==> config.mk <==
export PLATFORM = sky130hd
export DESIGN_NAME = uart_cmd_parser
export DESIGN_NICKNAME = d
export VERILOG_FILES = /design/src/rtl/uart_cmd_parser.sv
export SDC_FILE = /design/constraint.sdc
export NUM_CORES = 1
export LEC_CHECK = 0
export ABC_AREA = 0
export BUFFER_PORTS_ARGS = -buffer_cell sky130_fd_sc_hd__buf_2
export CAP_MARGIN = 20
export CELL_PAD_IN_SITES_DETAIL_PLACEMENT = 0
export CELL_PAD_IN_SITES_GLOBAL_PLACEMENT = 1
export CORE_ASPECT_RATIO = 0.9
export CORE_MARGIN = 2
export CORE_UTILIZATION = 41
export DETAILED_ROUTE_END_ITERATION = 10
export PLACE_DENSITY = 0.77
export SYNTH_ARGS = -nofsm -noshare
export SYNTH_HDL_FRONTEND = slang
export SYNTH_SLANG_ARGS = --single-unit
==> constraint.sdc <==
create_clock -name CLK -period 1.8 [get_ports CLK]
set_input_delay 0.27 -clock CLK [delete_from_list [all_inputs] [get_ports CLK]]
set_output_delay 0.27 -clock CLK [all_outputs]
set_load 0.02 [all_outputs]
==> src/rtl/uart_cmd_parser.sv <==
// uart_cmd_parser: assembles framed player commands from the UART byte stream,
// verifies the xor checksum and hands each good command to the player control
// logic over a valid/ready handshake. Malformed frames, inter-byte timeouts
// and bytes arriving while a command is still held are flagged on FRAME_ERR.
module uart_cmd_parser #(
    parameter logic [7:0] HEADER  = 8'hAA,
    parameter int         MAX_LEN = 4,
    parameter int         TIMEOUT = 100000
) (
    input  logic        CLK,
    input  logic        RST_N,
    input  logic        RXD_OVER,
    input  logic [7:0]  RXD_DATA,
    input  logic        CMD_READY,
    output logic        CMD_VALID,
    output logic [7:0]  CMD_CODE,
    output logic [2:0]  CMD_LEN,
    output logic [31:0] CMD_ARG,
    output logic        FRAME_ERR,
    output logic [1:0]  ERR_CODE
);

    localparam int             CNT_W   = $clog2(TIMEOUT + 1);
    localparam logic [CNT_W-1:0] TO_LAST = CNT_W'(TIMEOUT - 1);
    localparam logic [7:0]     LEN_MAX = 8'(MAX_LEN);

    localparam logic [1:0] E_OVERRUN  = 2'd0;
    localparam logic [1:0] E_CHECKSUM = 2'd1;
    localparam logic [1:0] E_BAD_LEN  = 2'd2;
    localparam logic [1:0] E_TIMEOUT  = 2'd3;

    typedef enum logic [2:0] {
        S_HDR, S_CMD, S_LEN, S_PAY, S_CHK, S_HOLD
    } state_t;

    state_t state, state_nxt;

    // Shadow registers for the frame under assembly; the visible command
    // outputs are only loaded from these once the checksum has matched.
    logic [7:0]       code_sh;
    logic [2:0]       len_sh;
    logic [31:0]      arg_sh;
    logic [7:0]       xor_sh;
    logic [2:0]       idx;
    logic [CNT_W-1:0] to_cnt;

    logic in_frame, timeout_hit, pay_last, chk_ok;
    logic err_fire, load_cmd;
    logic [1:0] err_cause;

    assign in_frame    = (state == S_CMD) || (state == S_LEN) ||
                         (state == S_PAY) || (state == S_CHK);
    // A strobe in the expiry cycle wins, so timeout requires a quiet cycle.
    assign timeout_hit = in_frame && !RXD_OVER && (to_cnt == TO_LAST);
    assign pay_last    = (idx == len_sh - 3'd1);
    assign chk_ok      = (RXD_DATA == xor_sh);

    // State register.
    always_ff @(posedge CLK) begin
        // NOTE: sequential state always uses non-blocking assignment so every
        // register samples pre-edge values regardless of statement order.
        if (!RST_N) state <= S_HDR;
        else        state <= state_nxt;
    end

    // Next-state logic.
    always_comb begin
        // NOTE: default first so no path leaves state_nxt unassigned (no latch).
        state_nxt = state;
        case (state)
            S_HDR:  if (RXD_OVER && RXD_DATA == HEADER) state_nxt = S_CMD;
            S_CMD:  if (RXD_OVER) state_nxt = S_LEN;
            S_LEN:  if (RXD_OVER) begin
                        if (RXD_DATA > LEN_MAX)    state_nxt = S_HDR;
                        else if (RXD_DATA == 8'd0) state_nxt = S_CHK;
                        else                       state_nxt = S_PAY;
                    end
            S_PAY:  if (RXD_OVER && pay_last) state_nxt = S_CHK;
            S_CHK:  if (RXD_OVER) state_nxt = chk_ok ? S_HOLD : S_HDR;
            S_HOLD: if (CMD_READY) state_nxt = S_HDR;
            default: state_nxt = S_HDR;
        endcase
        if (timeout_hit) state_nxt = S_HDR;
    end

    // Error detection and command-load decode for the current edge.
    always_comb begin
        err_fire  = 1'b0;
        err_cause = E_OVERRUN;
        load_cmd  = 1'b0;
        if (timeout_hit) begin
            err_fire  = 1'b1;
            err_cause = E_TIMEOUT;
        end else if (RXD_OVER) begin
            case (state)
                S_LEN:  if (RXD_DATA > LEN_MAX) begin
                            err_fire  = 1'b1;
                            err_cause = E_BAD_LEN;
                        end
                S_CHK:  if (chk_ok) load_cmd = 1'b1;
                        else begin
                            err_fire  = 1'b1;
                            err_cause = E_CHECKSUM;
                        end
                S_HOLD: begin
                            err_fire  = 1'b1;
                            err_cause = E_OVERRUN;
                        end
                default: ;
            endcase
        end
    end

    // Datapath: shadow assembly, timeout counter, command and error outputs.
    always_ff @(posedge CLK) begin
        if (!RST_N) begin
            code_sh   <= '0;
            len_sh    <= '0;
            arg_sh    <= '0;
            xor_sh    <= '0;
            idx       <= '0;
            to_cnt    <= '0;
            CMD_VALID <= 1'b0;
            CMD_CODE  <= '0;
            CMD_LEN   <= '0;
            CMD_ARG   <= '0;
            FRAME_ERR <= 1'b0;
            ERR_CODE  <= '0;
        end else begin
            FRAME_ERR <= err_fire;
            if (err_fire) ERR_CODE <= err_cause;

            if (in_frame && !RXD_OVER && !timeout_hit) to_cnt <= to_cnt + CNT_W'(1);
            else                                      to_cnt <= '0;

            if (RXD_OVER) begin
                case (state)
                    S_CMD: begin
                        code_sh <= RXD_DATA;
                        xor_sh  <= RXD_DATA;
                    end
                    S_LEN: begin
                        xor_sh <= xor_sh ^ RXD_DATA;
                        len_sh <= RXD_DATA[2:0];
                        arg_sh <= '0;
                        idx    <= '0;
                    end
                    S_PAY: begin
                        arg_sh[{idx[1:0], 3'b000} +: 8] <= RXD_DATA;
                        xor_sh <= xor_sh ^ RXD_DATA;
                        idx    <= idx + 3'd1;
                    end
                    default: ;
                endcase
            end

            if (load_cmd) begin
                CMD_VALID <= 1'b1;
                CMD_CODE  <= code_sh;
                CMD_LEN   <= len_sh;
                CMD_ARG   <= arg_sh;
            end else if (state == S_HOLD && CMD_READY) begin
                CMD_VALID <= 1'b0;
            end
        end
    end

endmodule

# == Word level (Yosys, flattened, before mapping) ==
# Cells that the tools add are included.
# totals
inputBits,12
word_cells,91
reg_bits,121
out_inout_bits,47
# op_classes
n_bitwise,2
n_lt_le_gt_ge,1
n_addsub,4
shifts,2
n_mux,30
n_reduce_logical,24
n_eq_ne,15
# op_table
op,count
32-bit case mux with 2 select lines,1
32-bit bitwise mux,1
"8-bit by 7-bit variable shift with 32-bit output, first input constant",1
8-bit by 7-bit indexed part select with 32-bit output,1
3-bit two-way mux,9
3-bit case mux with 6 select lines,1
"17-bit by 1-bit adder with 17-bit output, second input constant",1
"17-bit == test, second input constant",1
8-bit case mux with 2 select lines,1
1-bit two-way mux,11
"2-bit != test, second input constant",5
2-bit AND reduction,5
8-bit == test,1
"8-bit == test, second input constant",1
"8-bit by 3-bit > comparator with 1-bit output, second input constant",1
8-bit logical NOT,1
8-bit bitwise XOR,1
5-bit negation with 7-bit output,1
"3-bit by 2-bit == test with 1-bit output, second input constant",2
"3-bit == test, second input constant",2
1-bit logical AND,6
2-bit two-way mux,3
3-bit case mux with 2 select lines,1
6-bit AND reduction,1
other kinds (13),19

# == Logic depth before layout (Yosys ltp) ==
# depth
depth_word,9
ltp_mapped,8
mapped_depth_nobuf,7

# == Worst setup path after synthesis ==
# OpenSTA, ideal clock, no wires.
# synth_path
path_kind,register to register
from,reg idx[0]
to,reg arg_sh[25]
arrival_ns,1.821
stages_incl_launch_ff,8
setup_ns,0.065
slack_ns,-0.086
required_time_ns,1.735
path_buffers,0
synth_period_minus_slack_ns,1.886
path_cell_list,dfxtp_1 -> inv_1 -> ha_1 -> nand2b_1 -> nor4_2 -> and2_1 -> a22oi_1 -> nor2b_1
# synth_via
elab_chain_len,4
elab_cells_between_ends,5
cone_classes,add/sub: 1; shift: 2; mux: 2
# synth_lines
element,line,source
from (decl),44,logic [2:0] idx;
from (signal assigned),151,idx <= idx + 3'd1;
5-bit negation with 7-bit output (*),149,"arg_sh[{idx[1:0], 3'b000} +: 8] <= RXD_DATA;"
8-bit by 7-bit indexed part select with 32-bit output / 8-bit by 7-bit variable shift with 32-bit output (equally long branches),149,
32-bit bitwise mux (*),149,
32-bit case mux with 2 select lines (*),137,case (state)
to (signal assigned),119,arg_sh <= '0;
to (signal assigned),145,arg_sh <= '0;
"to (signal, indexed assignment)",149,
to (decl),42,logic [31:0] arg_sh;
# Mark *: on every way between the ends. The rest lies on a longest branch, timed or not.
# A chain may end at the register's enable or synchronous reset.

# == Worst setup path after layout ==
# layout_path
from,reg xor_sh[5]
to,reg CMD_LEN[2]
# layout_via
elab_chain_len,5
# layout_lines
element,line,source
from (decl),43,logic [7:0] xor_sh;
from (signal assigned),143,xor_sh <= xor_sh ^ RXD_DATA;
from (signal assigned),150,xor_sh <= xor_sh ^ RXD_DATA;
8-bit == test,56,assign chk_ok = (RXD_DATA == xor_sh);
1-bit two-way mux,100,S_CHK: if (chk_ok) load_cmd = 1'b1;
1-bit two-way mux,95,case (state)
1-bit two-way mux,94,end else if (RXD_OVER) begin
1-bit two-way mux,91,if (timeout_hit) begin
to (signal assigned),160,CMD_LEN <= len_sh;
to (decl),17,"output logic [2:0] CMD_LEN,"
# No other way between the ends.

==> results.yml <==
clocking:
  cts-buffers-inserted: 17
  clock_latency_ns: 0.42
  htree_levels: 4
  path_clk_slew_ns: 0.05
  cts_root_buffer: "clkbuf_16"
  numClockSinks: 121
  cts_tree: "yes"
  clockBufferDepth: 2
sta:
  period_needed_ns: 1.765
  setup_violations: 0
  final_max_slew_viol_count: 0
  fin_crit_sh_pct: 98.05
  final_hold_viol_count: 0
  worstMarginPinSlew_ns: 0.6400
  relSlewSlack_pct: 57.05
  fin_skew_ns: 0.008438
  clock.fmax_mhz: 566.6
  rsz0062_at_grt: "true"
  layout_setup_ws_ns: 0.03519
synthesis:
  ys.warnings.count: 0
  synth_edf_count: 0
  synth_fp_nets: 574
  synth_cell_types: 52
  yosysSeqAreaShare_pct: 44.48
  synthArstFlopShare_pct: 0
  synthFlopType: "dfxtp_1"
  syn_avg_cell_area_um2: 9.831
  postSynthCellCount: 554
  ys_seq_elements: 121
  syn_area_um2: 5446
placement:
  portBuffers: 58
  gp_congestion: 0.8334
  place_ws_ns: -0.1127
  hpwlAfterDp_um: 8285
  placedCellCount: 781
worst_setup_path:
  cp-start-kind: "register"
  critPathCaptureType: "register"
  critPathMaxStageDelay_ns: 0.33
  critical_path_class: "register to register"
  cp_max_fo: 5
  path_buf_inv: 2
  crit_family: "simple AND/OR/NAND/NOR gates"
  critical_path_arrival_ns: 2.07
  cp_cell_sequence: "xnor2_2 -> nand4_2 -> nor4_4 -> buf_4 -> clkbuf_16 -> mux2i_1 -> nor2b_1"
  crit_path_top_delay_cell: "dfxtp_2"
  cp.required_ns: 2.10
final_layout:
  instances_no_fill: 820
  num_antenna_cells: 0
  fin_nets: 663
  final_common_cell: "dfxtp_1"
  final_cell_mix: "dfxtp_1, nor2b_1, buf_2"
  nFillCells: 1151
  layout-drive-gt1-share_pct: 26.52
  syn_to_final_growth_pct: 25.84
pwr:
  p_switching_uw: 1258
  powerDensity_nw_per_um2: 944.0
  p_leak_uw: 0.002474
  clock_power_share_pct: 55.9
  pwr-share-comb_pct: 2.7
  peakVddDrop_uv: 716.0
  switching_share_pct: 19.44
  p_int_uw: 5212
  seq_power_share_pct: 41.4
routing:
  wl_per_cell_um: 15.36
  drt_iter0_drc: 255
  wl_um: 12600
  vias_per_cell: 5.056
  drc: 0
  first_pass_iters: 4
  drtAntennaViolNets: 0
  vias: 4146
global_route:
  antenna_found_initial: 0
  grt_max_degree: 60
  grt_pass1_vias: 3946
  overflow: 0
  grt_first_pass_wirelength_um: 20260
  grt_use_total_pct: 18.29
floorplan:
  num_rows: 39
  fp.dieArea_um2: 14220
  io-pin-count: 59
  start_util_pct: 42.44
  die_h_um: 113.3
  core_area_um2: 12830
  die_w_um: 125.5
run_status:
  outcome: "finished, final reports clean"
run:
  maxCapViolations: 0
min_path:
  hp-class: "primary input to register"
sequential cells by signal, summed over array words and instances (netlist names):
| register | count |
|---|---|
| code_sh | 8 |
| FRAME_ERR | 1 |
| CMD_CODE | 8 |
| CMD_VALID | 1 |
| state | 3 |
| arg_sh | 32 |
| ERR_CODE | 2 |
| idx | 3 |
| xor_sh | 8 |
| to_cnt | 17 |
| CMD_ARG | 32 |
| CMD_LEN | 3 |
| len_sh | 3 |
layer usage:
layer,global-route usage (%),routed length (um)
met1,24.27,6216
met3,6.667,674
met2,27.24,5651
met5,0,0
met4,6.963,55
power groups by stage:
stage / registers [uW] / clock network (uW) / logic, uW
6_report: 2680 / 3610 / 174
5_1_grt: 2680 / 3830 / 185
4_1_cts: 2680 / 3680 / 172
3_5_place_dp: 2740 / 0 / 170
3_3_place_gp: 2740 / 0 / 168
2_1_floorplan: 2740 / 0 / 109
cell type report:
type / instances / area [um^2] / area share, %
Tap cell: 164 / 205.2 / 2.994
Multi-Input combinational cell: 391 / 2828 / 41.26
Clock inverter: 7 / 137.6 / 2.008
Inverter: 7 / 26.28 / 0.3834
Sequential cell: 121 / 2432 / 35.49
Timing Repair Buffer: 105 / 729.5 / 10.64
Clock buffer: 25 / 495.5 / 7.229
kinds of logic (layout without fill, tap and decap cells):
kind of cell / Yosys count / in the layout / synth area share [%]
xor gates and xnor gates: 35 / 35 / 6.180
muxes: 43 / 43 / 7.903
adders and majority gates: 9 / 9 / 2.022
DFF: 121 / 121 / 44.48
AOI/OAI and AO/OA: 75 / 75 / 10.36
and+or+nand+nor: 229 / 229 / 24.10
buffers and inverters: 42 / 144 / 4.962
worst min-delay path: stages:
cell,delay [ns]
buf_2,0.15
nand2b_4,0.09
a31oi_1,0.04
path summary, 6_finish.rpt:
path / startpoint / endpoint / slack [ns] / depth (start not counted)
min: RST_N / state[1]$_SDFFE_PP0P_ / 0.18 / 3
max: xor_sh[5]$_SDFFE_PN0P_ / CMD_LEN[2]$_SDFFE_PN0P_ / 0.04 / 7
max reg2reg: xor_sh[5]$_SDFFE_PN0P_ / CMD_LEN[2]$_SDFFE_PN0P_ / 0.04 / 7
min reg2reg: to_cnt[0]$_SDFF_PN0_ / to_cnt[0]$_SDFF_PN0_ / 0.44 / 1
through the flow:
step	hold slack, ns	util [%]	TNS, ns	cell area, um^2	power (uW)
after floorplan	0.4132	-	0	5448	2847
after global placement	0.4255	47.01	-0.1669	6033	2906
after detailed placement	0.4367	47.01	-2.411	6033	2908
after CTS	0.2006	52.34	-0.1835	6718	6538
after global routing	0.1668	53.41	-0.2878	6854	6691
final	0.1756	53.41	0	6854	6470
Yosys cell counts (3+ instances only):
cell type	count	share of area, %
xnor2_2	4	1.2
o21ai_0	5	0.46
a22oi_1	16	2.2
buf_2	8	0.74
ha_1	8	1.8
xnor2_1	11	1.8
and3_1	5	0.57
nand4_1	4	0.46
a21boi_0	9	1.2
o21ai_1	4	0.37
dfxtp_1	121	44
a21oi_1	6	0.55
and4_1	3	0.48
o21a_1	5	0.69
nor3_1	6	0.55
clkbuf_1	17	1.2
a31oi_1	3	0.34
buf_6	4	0.83
mux2i_1	43	7.9
a32oi_1	17	2.7
nand3_1	7	0.64
nor2_1	26	1.8
nor2b_1	83	9.5
nand2_1	53	3.7
nand2b_1	5	0.57
xor2_1	20	3.2
and2_1	17	2.0
buf_12	4	1.5
nor4_2	5	1.1
inv_1	7	0.48
timing repair:
item,in CTS,in global routing
hold buffers,0,0
pin swaps,6,4
gates cloned,1,2
endpoints found under the hold margin,0,0
buffers inserted,1,3
gates resized for setup,9,20
endpoints found under the setup margin,36,78
Power figures use the tool's default switching activity.
